## config.mk

```make
export PLATFORM = sky130hd
export DESIGN_NAME = uart_dumper
export DESIGN_NICKNAME = d
export VERILOG_FILES = /design/src/rtl/uart_dumper.sv
export SDC_FILE = /design/constraint.sdc
export NUM_CORES = 1
export LEC_CHECK = 0
export ABC_CLOCK_PERIOD_IN_PS = 6300
export CAP_MARGIN = 40
export CORE_MARGIN = 1
export CORE_UTILIZATION = 50
export DETAILED_ROUTE_END_ITERATION = 10
export DONT_BUFFER_PORTS = 1
export PLACE_DENSITY_LB_ADDON = 0.08
export SETUP_SLACK_MARGIN = 0.1
export SLEW_MARGIN = 20
export SYNTH_ARGS = -nofsm -noshare
export SYNTH_HDL_FRONTEND = slang
export SYNTH_SLANG_ARGS = --single-unit
```

## constraint.sdc

```tcl
create_clock -name clk -period 6.3 [get_ports clk]
set_clock_uncertainty 0.05 [all_clocks]
set_input_delay 0.63 -clock clk [delete_from_list [all_inputs] [get_ports clk]]
set_output_delay 0.63 -clock clk [all_outputs]
set_load 0.01 [all_outputs]
```

## src/rtl/uart_dumper.sv

```systemverilog
// uart_dumper: reads DUMP_BYTES of LPDDR over one MCB read port and sends them on uart_tx as 8N1.
// Define UART_DUMP_CHECKSUM_EN to append a 16-bit byte-sum trailer (high byte first).

module uart_dumper #(
  parameter int unsigned CLK_FREQ    = 100000000,
  parameter int unsigned BAUD        = 115200,
  parameter int unsigned BASE_ADDR   = 0,
  parameter int unsigned DUMP_BYTES  = 65536,
  parameter int unsigned BURST_WORDS = 16
) (
  input  logic        clk,
  input  logic        reset,
  input  logic        calib_done,
  input  logic        start,
  output logic        busy,
  output logic        done,
  output logic        error,
  output logic [7:0]  progress,
  output logic        uart_tx,
  output logic        mem_cmd_en,
  output logic [2:0]  mem_cmd_instr,
  output logic [5:0]  mem_cmd_bl,
  output logic [29:0] mem_cmd_byte_addr,
  input  logic        mem_cmd_empty,
  input  logic        mem_cmd_full,
  output logic        mem_rd_en,
  input  logic [31:0] mem_rd_data,
  input  logic        mem_rd_full,
  input  logic        mem_rd_empty,
  input  logic [6:0]  mem_rd_count,
  input  logic        mem_rd_overflow,
  input  logic        mem_rd_error
);

  localparam int unsigned CLKS_PER_BIT = CLK_FREQ / BAUD;
  localparam int unsigned CW           = (CLKS_PER_BIT > 1) ? $clog2(CLKS_PER_BIT) : 1;
  localparam int unsigned AW           = $clog2(DUMP_BYTES);
  localparam int unsigned NUM_BURSTS   = DUMP_BYTES / (4 * BURST_WORDS);
  localparam int unsigned BIW          = $clog2(NUM_BURSTS + 1);
  localparam int unsigned WW           = $clog2(BURST_WORDS + 1);
  localparam logic [29:0] BURST_STRIDE = 30'(4 * BURST_WORDS);

  typedef enum logic [2:0] {StIdle, StCmd, StWait, StPop, StSend, StDone} state_e;

  state_e          state_q, state_d;
  logic [CW-1:0]   baud_q, baud_d;
  logic [3:0]      bit_q, bit_d;
  logic [1:0]      byte_q, byte_d;
  logic [31:0]     shreg_q, shreg_d;
  logic [WW-1:0]   word_q, word_d;
  logic [BIW-1:0]  burst_q, burst_d;
  logic [29:0]     addr_q, addr_d;
  logic [AW-1:0]   sent_q, sent_d;
  logic            busy_q, busy_d;
  logic            done_q, done_d;
  logic            error_q;
  logic            word_done, dump_done;
  logic [2:0]      data_idx;
`ifdef UART_DUMP_CHECKSUM_EN
  logic [15:0]     sum_q, sum_d;
  logic            trailer_q, trailer_d;
`endif

  logic unused_inputs;
  assign unused_inputs = ^{mem_cmd_empty, mem_rd_full, mem_rd_count};

  assign mem_cmd_instr     = 3'b001;
  assign mem_cmd_bl        = 6'(BURST_WORDS - 1);
  assign mem_cmd_byte_addr = addr_q;
  assign busy              = busy_q;
  assign done              = done_q;
  assign error             = error_q;
`ifdef UART_DUMP_CHECKSUM_EN
  assign progress = trailer_q ? 8'hFF : sent_q[AW-1 -: 8];
`else
  assign progress = sent_q[AW-1 -: 8];
`endif

  // Frame bits: 0 = start, 1..8 = data LSB first, 9 = stop.
  always_comb begin
    data_idx = 3'(bit_q - 4'd1);
    uart_tx  = 1'b1;
    if (state_q == StSend) begin
      if (bit_q == 4'd0)      uart_tx = 1'b0;
      else if (bit_q != 4'd9) uart_tx = shreg_q[data_idx];
    end
  end

  always_comb begin
    state_d    = state_q;
    baud_d     = baud_q;
    bit_d      = bit_q;
    byte_d     = byte_q;
    shreg_d    = shreg_q;
    word_d     = word_q;
    burst_d    = burst_q;
    addr_d     = addr_q;
    sent_d     = sent_q;
    busy_d     = busy_q;
    done_d     = done_q;
    mem_cmd_en = 1'b0;
    mem_rd_en  = 1'b0;
    word_done  = 1'b0;
    dump_done  = 1'b0;
`ifdef UART_DUMP_CHECKSUM_EN
    sum_d      = sum_q;
    trailer_d  = trailer_q;
`endif
    unique case (state_q)
      StIdle: begin
        // Drain words stranded by an aborted dump.
        mem_rd_en = ~mem_rd_empty;
        if (start && calib_done) begin
          state_d = StCmd;
          busy_d  = 1'b1;
          done_d  = 1'b0;
          sent_d  = '0;
          burst_d = '0;
          word_d  = '0;
          addr_d  = 30'(BASE_ADDR);
`ifdef UART_DUMP_CHECKSUM_EN
          sum_d     = '0;
          trailer_d = 1'b0;
`endif
        end
      end
      StCmd: begin
        if (!mem_cmd_full) begin
          mem_cmd_en = 1'b1;
          addr_d     = addr_q + BURST_STRIDE;
          state_d    = StWait;
        end
      end
      StWait: begin
        if (!mem_rd_empty) state_d = StPop;
      end
      StPop: begin
        mem_rd_en = 1'b1;
        shreg_d   = mem_rd_data;
        baud_d    = '0;
        bit_d     = '0;
        byte_d    = '0;
        state_d   = StSend;
      end
      StSend: begin
        baud_d = baud_q + CW'(1);
        if (baud_q == CW'(CLKS_PER_BIT - 1)) begin
          baud_d = '0;
          if (bit_q == 4'd9) begin
            bit_d   = '0;
            byte_d  = byte_q + 2'd1;
            shreg_d = {8'h00, shreg_q[31:8]};
`ifdef UART_DUMP_CHECKSUM_EN
            if (trailer_q) begin
              dump_done = (byte_q == 2'd1);
            end else begin
              sum_d     = sum_q + {8'h00, shreg_q[7:0]};
              sent_d    = sent_q + AW'(1);
              word_done = (byte_q == 2'd3);
            end
`else
            sent_d    = sent_q + AW'(1);
            word_done = (byte_q == 2'd3);
`endif
          end else begin
            bit_d = bit_q + 4'd1;
          end
        end
      end
      StDone: begin
        state_d = StIdle;
      end
      default: state_d = StIdle;
    endcase

    if (word_done) begin
      if (word_q != WW'(BURST_WORDS - 1)) begin
        word_d  = word_q + WW'(1);
        state_d = StWait;
      end else begin
        word_d = '0;
        if (burst_q != BIW'(NUM_BURSTS - 1)) begin
          burst_d = burst_q + BIW'(1);
          state_d = StCmd;
        end else begin
`ifdef UART_DUMP_CHECKSUM_EN
          // Stay in StSend; the two trailer frames follow back-to-back.
          trailer_d = 1'b1;
          byte_d    = '0;
          shreg_d   = {16'h0000, sum_d[7:0], sum_d[15:8]};
`else
          dump_done = 1'b1;
`endif
        end
      end
    end

    if (dump_done) begin
      state_d = StDone;
      busy_d  = 1'b0;
      done_d  = 1'b1;
    end
  end

  always_ff @(posedge clk) begin
    if (reset) begin
      state_q <= StIdle;
      baud_q  <= '0;
      bit_q   <= '0;
      byte_q  <= '0;
      shreg_q <= '0;
      word_q  <= '0;
      burst_q <= '0;
      addr_q  <= '0;
      sent_q  <= '0;
      busy_q  <= 1'b0;
      done_q  <= 1'b0;
      error_q <= 1'b0;
`ifdef UART_DUMP_CHECKSUM_EN
      sum_q     <= '0;
      trailer_q <= 1'b0;
`endif
    end else begin
      state_q <= state_d;
      baud_q  <= baud_d;
      bit_q   <= bit_d;
      byte_q  <= byte_d;
      shreg_q <= shreg_d;
      word_q  <= word_d;
      burst_q <= burst_d;
      addr_q  <= addr_d;
      sent_q  <= sent_d;
      busy_q  <= busy_d;
      done_q  <= done_d;
      error_q <= error_q | mem_rd_overflow | mem_rd_error;
`ifdef UART_DUMP_CHECKSUM_EN
      sum_q     <= sum_d;
      trailer_q <= trailer_d;
`endif
    end
  end

endmodule

```

==> summary.md, run 1 <==
| Metric | Value |
|---|---|
| Status | `completed` |
| CTS max path bufs | `2` |
| Routed len/inst | `14.46 µm` |
| Final Cycle Share | `between 40% and 50%` |
| Global route overflow | `0` |
| Die Y-Extent | `105.8 µm` |
| Sequential area share after synthesis | `40.88%` |
| Max-Cap Viols | `0` |
| Vias | `4479` |
| Number of antenna violations at the first check in global routing | `0` |
| Slew of the pin with the lowest slew margin | `0.7889 ns` |
| Final max-slew violation count | `0` |
| CP startpoint kind | `flop` |
| Compound-Gate Fraction of Synth Area | `roughly 17%` |
| Relative slew slack | `47.05%` |
| CP endpoint kind | `primary output` |
| Final TNS setup | `0 ns` |
| Worst-path fanout max | `6` |
| Final ANT Viol Nets | `0` |
| Final setup violation count | `0` |
| Area growth syn-to-layout | `4.042%` |
| Max IR drop VDD | `0.1270 mV` |
| Period minus WS final | `3.120 ns` |
| Pin count of the biggest net entering global routing | `69` |
| Hold_buf cts | `0` |
| Post-Route Utilization | `54.04%` |
| Clock-pin slew on the worst setup and hold paths | `0.11 ns` |
| Mapped Area | `0.005386 mm²` |
| Netlist cell types | `61` |
| CTS sink cnt | `110` |
| Fmax | `320.5 MHz` |
| Post-route DRC | `0` |
| Worst Hold Class | `primary input to flop` |
| Post-synthesis mux area share | `between 2 and 2.5%` |
| Post-Synth Simple-Gate Area | `27.53%` |
| Initial core utilization | `51.94%` |
| Root Driver | `clkbuf_8` |
| Largest family of logic cells by synthesized area | `simple AND/OR/NAND/NOR gates` |
| Vias in the first global route | `4111` |
| Via density | `5.779` |
| TritonCTS Buffers | `9` |
| CTS tree | `yes` |
| Port Buffers | `0` |
| Core ar. | `0.01037 mm²` |
| Initial DRC Count | `303` |
| Share of flip-flops with an asynchronous set or reset | `0%` |
| Worst EP required | `5.62 ns` |
| Share of cells above drive strength 1 | `6.260%` |
| Number of I/O pins | `102` |
| Mapped Cells | `660` |
| First-pass DRT Iterations | `4` |
| Most common cell after layout, fill and taps aside | `dfxtp_1` |
| Synth Area in XOR/XNOR | `about 3.7%` |
| Placer Congestion | `0.7726` |
| PwrDens | `214.4 mW/mm²` |
| Antenna diode count | `0` |
| Die width | `105.8 µm` |
| Post-synthesis adder-cell area fraction | `2.323%` |
| Hold Fails Final Rpt | `0` |
| Setup Fix Bufs, Post-CTS | `0` |
| CTS-repair resized insts | `0` |
| Yosys reg bits | `110` |
| Critical path type | `flop to primary output` |
| Gr usage total | `20.75%` |
| NumNets Final | `693` |
| First-pass GRT wire length | `19110 µm` |
| # rows | `37` |
| Ys Warns | `0` |
| Synth Flop Type | `dfxtp_1` |
| HPWL Detailed | `7824 µm` |
| Syn_area_per_cell | `8.161 µm²` |
| Lkg Pwr | `1.842 nW` |
| Crit path DAT | `2.44 ns` |
| H-Tree Depth | `3` |
| Commonest non-fill, non-tap cells in the layout | `dfxtp_1 (110), nand2_1 (91), nor2_1 (68), a21oi_1 (47), nand3_1 (34)` |
| Post-synth EDFFs | `0` |
| RSZ-0062 raised after global routing | `false` |
| Clock Latency Late Sink | `0.36 ns` |
| Final WL | `roughly 11000 µm` |
| Die Area | `between 0.01 and 0.015 mm²` |
[layout make-up]
cell class                      count  area (µm²)
Clock buffer                       10       137.6
Clock inverter                      6       71.32
Fill cell                        1017        4766
Inverter                           12       45.04
Multi-Input combinational cell    492        2884
Sequential cell                   110        2202
Tap cell                          136       170.2
Timing Repair Buffer                9       93.84
[worst max-delay path, cell delays in order (launching register included)]
cell      delay, ns
dfxtp_1        0.49
inv_1          0.14
ha_1           0.37
mux4_2         0.33
mux2_2         0.28
a2111o_1       0.47
[cells in the mapped netlist (2+ instances only)]
master	instances	area share, %
or3_1	14	1.6
a211oi_1	3	0.42
xnor2_1	11	1.8
nor3_1	19	1.8
xor2_1	12	2.0
nor4_1	6	0.70
nand3b_1	5	0.70
and4_1	3	0.49
dfxtp_1	110	41
ha_1	10	2.3
mux2i_1	6	1.1
o21ai_1	2	0.19
nand4_1	15	1.7
a41oi_1	3	0.49
nand2_1	91	6.3
mux4_2	2	0.84
conb_1	2	0.14
nor3b_1	2	0.28
inv_1	12	0.84
o22ai_1	2	0.23
o21ai_0	19	1.8
or2_2	4	0.46
a21oi_1	47	4.4
a31oi_1	2	0.23
o21bai_1	2	0.28
o31ai_1	5	0.70
buf_2	5	0.46
nor2_1	69	4.8
a2111oi_0	3	0.49
or4_1	6	0.84
nor2b_1	2	0.23
nand3_1	34	3.2
and3b_1	3	0.49
a22oi_1	2	0.28
nand2b_1	6	0.70
a21o_1	4	0.56
a311oi_1	31	5.0
and3_1	11	1.3
clkbuf_1	29	2.0
buf_1	2	0.14
and2_1	2	0.23
buf_4	23	3.2
[final timing paths]
check                           start                  endpoint  slack [ns]  cells after the start
max             bit_q[0]$_SDFFE_PP0P_                   uart_tx        3.18                      5
min                             reset         done$_SDFFE_PP0P_        0.28                      1
max reg2reg    baud_q[0]$_SDFFE_PP0P_  shreg_q[20]$_SDFFE_PP0P_        3.19                      7
min reg2reg  shreg_q[31]$_SDFFE_PP0P_  shreg_q[31]$_SDFFE_PP0P_        0.40                      2
[report_power, final]
| group | internal [mW] | switching [mW] |
|---|---|---|
| clock | 0.197 | 0.245 |
| combinational | 0.0173 | 0.0350 |
| sequential | 0.701 | 0.00594 |
[registers in the layout, summed over array words and instances, names as in the netlist]
register and count:
burst_q 11, sent_q 16, shreg_q 32, done 1, error 1, busy 1, baud_q 10, word_q 5
byte_q 2, bit_q 4, state_q 3, mem_cmd_byte_addr 24
[kinds of logic after synthesis]
group | count (synthesis)
simple gates | 301
compound gates | 134
flops | 110
buf+inv | 71
xor+xnor | 23
fa+ha+maj | 10
mux | 9
other cells | 2
[routing by layer]
metal	part of all wire, %	GRT usage (%)	up-vias
met5	0	0	-
met4	1.1	7.143	0
met3	4.2	3.834	10
met2	47	34.50	92
met1	47	26.91	2098
li1	-	-	2279
[metrics by stage]
step	setup WS (ns)	total power [mW]	instances	area, µm²	hold WS (ns)
after global routing	2.890	1.255	775	5604	0.2527
final	3.180	1.201	775	5604	0.2789
after CTS	3.133	1.215	774	5584	0.2633
after floorplan	3.750	0.7756	673	5435	0.3821
after global placement	3.137	0.7735	754	5331	0.3864
after detailed placement	3.208	0.7757	758	5375	0.3892
(Power assumes the default switching activity.)
==> inputs of run 2 (changes only) <==
--- a/config.mk
+++ b/config.mk
@@ -5,7 +5,7 @@
 export SDC_FILE = /design/constraint.sdc
 export NUM_CORES = 1
 export LEC_CHECK = 0
-export ABC_CLOCK_PERIOD_IN_PS = 6300
+export ABC_CLOCK_PERIOD_IN_PS = 3150
 export CAP_MARGIN = 40
 export CORE_MARGIN = 1
 export CORE_UTILIZATION = 50
==> constraint.sdc (replaced) <==
create_clock -name clk -period 3.15 [get_ports clk]
set_clock_uncertainty 0.05 [all_clocks]
set_input_delay 0.315 -clock clk [delete_from_list [all_inputs] [get_ports clk]]
set_output_delay 0.315 -clock clk [all_outputs]
set_load 0.01 [all_outputs]
==> run 2 against run 1 <==
Die area unchanged. Register-to-register slack lost 2.7 ns. Via count is 0.47% higher. Worst hold slack got worse by 0.26 ns. Global-route usage increased by 0.84 points. Non-clock buffer count increased by 3. Critical path type unchanged.
==> summary.md, run 2 (synthesis gave the netlist of run 1 again) <==
| Metric | Value |
|---|---|
| Largest register by flop count | `shreg_q` |
| Max IR drop VDD | `0.2597 mV (+100%)` |
| CTS sink cnt | `110 (unchanged)` |
| Lkg Pwr | `1.874 nW (+1.8%)` |
| Port Buffers | `0 (unchanged)` |
| Fill cells | `1011 (-0.59%)` |
| CTS tree | `yes` |
| Pin count of the biggest net entering global routing | `63 (-8.7%)` |
| Final TNS setup | `0 ns (unchanged)` |
| Fmax | `358.2 MHz` |
| NumNets Final | `696 (+0.43%)` |
| Max-Cap Viols | `0 (unchanged)` |
| Die Y-Extent | `105.8 µm (unchanged)` |
| Placer Congestion | `0.7826 (+1.3%)` |
| Combinational share of power | `4.8% (+0.4 points)` |
| Initial core utilization | `51.94% (unchanged)` |
| Relative slew slack | `48.98% (+1.9 points)` |
| CP Buf/Inv Count | `1 (unchanged)` |
| Final setup violation count | `0 (unchanged)` |
| Number of antenna violations at the first check in global routing | `0 (unchanged)` |
| CP peak stage delay | `0.76 ns (+0.27 ns)` |
| Final Cycle Share | `88.63%` |
| Final WL | `11420 µm (+1.9%)` |
| Via density | `5.784 (about the same)` |
| Pint | `1.932 mW (+110%)` |
| Post-route DRC | `0 (unchanged)` |
| # rows | `37 (unchanged)` |
| Final max-slew violation count | `0 (unchanged)` |
| H-Tree Depth | `3 (unchanged)` |
| CP startpoint kind | `flop` |
| First-pass DRT Iterations | `4 (unchanged)` |
| Routed len/inst | `14.68 µm (+1.5%)` |
| Die Area | `0.01119 mm² (unchanged)` |
| Max reg flops | `32 (unchanged)` |
| Critical path type | `flop to primary output` |
| Hold Slack | `0.01512 ns (-0.2637 ns)` |
| Worst EP required | `2.78 ns (-2.84 ns)` |
| Worst Hold Class | `primary input to flop` |
| TritonCTS Buffers | `9 (unchanged)` |
| CP endpoint kind | `primary output` |
| First-pass GRT wire length | `19620 µm (+2.7%)` |
| Cell family with most CP delay | `simple AND/OR/NAND/NOR gates` |
| Share of cells above drive strength 1 | `6.698% (+0.44 points)` |
| Period minus WS final | `2.792 ns` |
| Vias in the first global route | `4252 (+3.4%)` |
| Worst-path fanout max | `26 (+20)` |
| Worst hold start | `mem_rd_overflow` |
| Clock Latency Late Sink | `0.38 ns (+0.02 ns)` |
| Crit path DAT | `2.43 ns (about the same)` |
| Final ANT Viol Nets | `0 (unchanged)` |
| Die width | `105.8 µm (unchanged)` |
| CTS-repair resized insts | `0 (unchanged)` |
| Initial DRC Count | `250 (-17%)` |
| Vias | `4500 (+0.47%)` |
| R2R Path Start | `baud_q[0]$_SDFFE_PP0P_` |
| Launch point of the worst path | `state_q[2]$_SDFF_PP0_` |
| Post-place setup slack | `0.5508 ns (-2.657 ns)` |
| CTS max path bufs | `2 (unchanged)` |
| Area growth syn-to-layout | `5.064%` |
| Sw Share | `23.07% (-0.72 points)` |
| Clock-pin slew on the worst setup and hold paths | `0.10 ns (about the same)` |
| Clock power share | `38.9% (+2.1 points)` |
| Most common cell after layout, fill and taps aside | `dfxtp_1` |
| Post-Route Utilization | `54.57% (+0.53 points)` |
| Final WS setup | `0.3581 ns (-2.821 ns)` |
| Gr usage total | `21.59% (+0.84 points)` |
| Global route overflow | `0 (unchanged)` |
| Core ar. | `0.01037 mm² (unchanged)` |
| Total chip power | `2.512 mW (+110%)` |
| CP Cell Sequence | `or3b_2, buf_4, a2111o_1` |
| Hold Fails Final Rpt | `0 (unchanged)` |
| PwrDens | `443.8 mW/mm² (+110%)` |
| Antenna diode count | `0 (unchanged)` |
| HPWL Detailed | `7828 µm (about the same)` |
| Slew of the pin with the lowest slew margin | `0.7603 ns (-0.02862 ns)` |
| Status | `completed` |
| Root Driver | `clkbuf_8` |
| Commonest non-fill, non-tap cells in the layout | `dfxtp_1 (110), nand2_1 (91), nor2_1 (68), a21oi_1 (47), nand3_1 (34)` |
| Worst path slowest cell | `or3b_2` |
| RSZ-0062 raised after global routing | `false` |
| Part of the power in registers | `56.3% (-2.6 points)` |
| Psw | `579.4 µW (+100%)` |
| Number of I/O pins | `102 (unchanged)` |
==> run 2: per-stage QoR <==
stage                     instances  area (µm²)
after global placement          760        5389
after global routing            778        5659
final                           778        5659
after floorplan                 673        5435
after detailed placement        760        5389
after CTS                       778        5659
==> run 2: path summary, 6_finish.rpt <==
check	endpoint	slack, ns	cells after the start
max	uart_tx	0.36	3
min	error$_SDFF_PP0_	0.02	2
max reg2reg	burst_q[8]$_SDFF_PP0_	0.48	6
min reg2reg	shreg_q[28]$_SDFFE_PP0P_	0.41	2
==> run 2: area by class of cell <==
type	instances	area [µm²]	area share, %
flip-flops and latches	110	2202	38.91
inverters	12	45.04	0.7959
multi-input cells	492	2884	50.96
clock buffers	11	151.4	2.675
well taps	136	170.2	3.007
repair buffers	12	125.1	2.211
clock inverters	5	81.33	1.437
==> run 2: per-layer routing <==
metal  up-vias  global-route usage [%]  part of all wire [%]
met4         0                   10.32                   2.6
li1       2293                       -                     -
met1      2076                   26.74                    46
met2       109                   36.23                    47
met5         -                       0                     0
met3        22                   3.772                   4.5
==> run 2: what timing repair did <==
item                      CTS  global route
buffers inserted            0             0
hold endpoints to repair   62             0
hold buffers                2             0
==> run 2: power by group through the flow <==
stage | registers [mW] | clock network [mW] | logic, mW
finish | 1.41 | 0.978 | 0.120
global route | 1.42 | 1.06 | 0.136
CTS | 1.41 | 0.998 | 0.121
detailed placement | 1.45 | 0 | 0.104
global placement | 1.45 | 0 | 0.102
floorplan | 1.44 | 0 | 0.110
==> inputs of run 3 (changes only) <==
--- a/config.mk
+++ b/config.mk
@@ -9,6 +9,7 @@
 export CAP_MARGIN = 40
 export CORE_MARGIN = 1
 export CORE_UTILIZATION = 50
+export CTS_CLUSTER_DIAMETER = 100
 export DETAILED_ROUTE_END_ITERATION = 10
 export DONT_BUFFER_PORTS = 1
 export PLACE_DENSITY_LB_ADDON = 0.08
==> results of run 3 <==
Same layout as run 2: the final DEF is identical, and so are final timing and power.
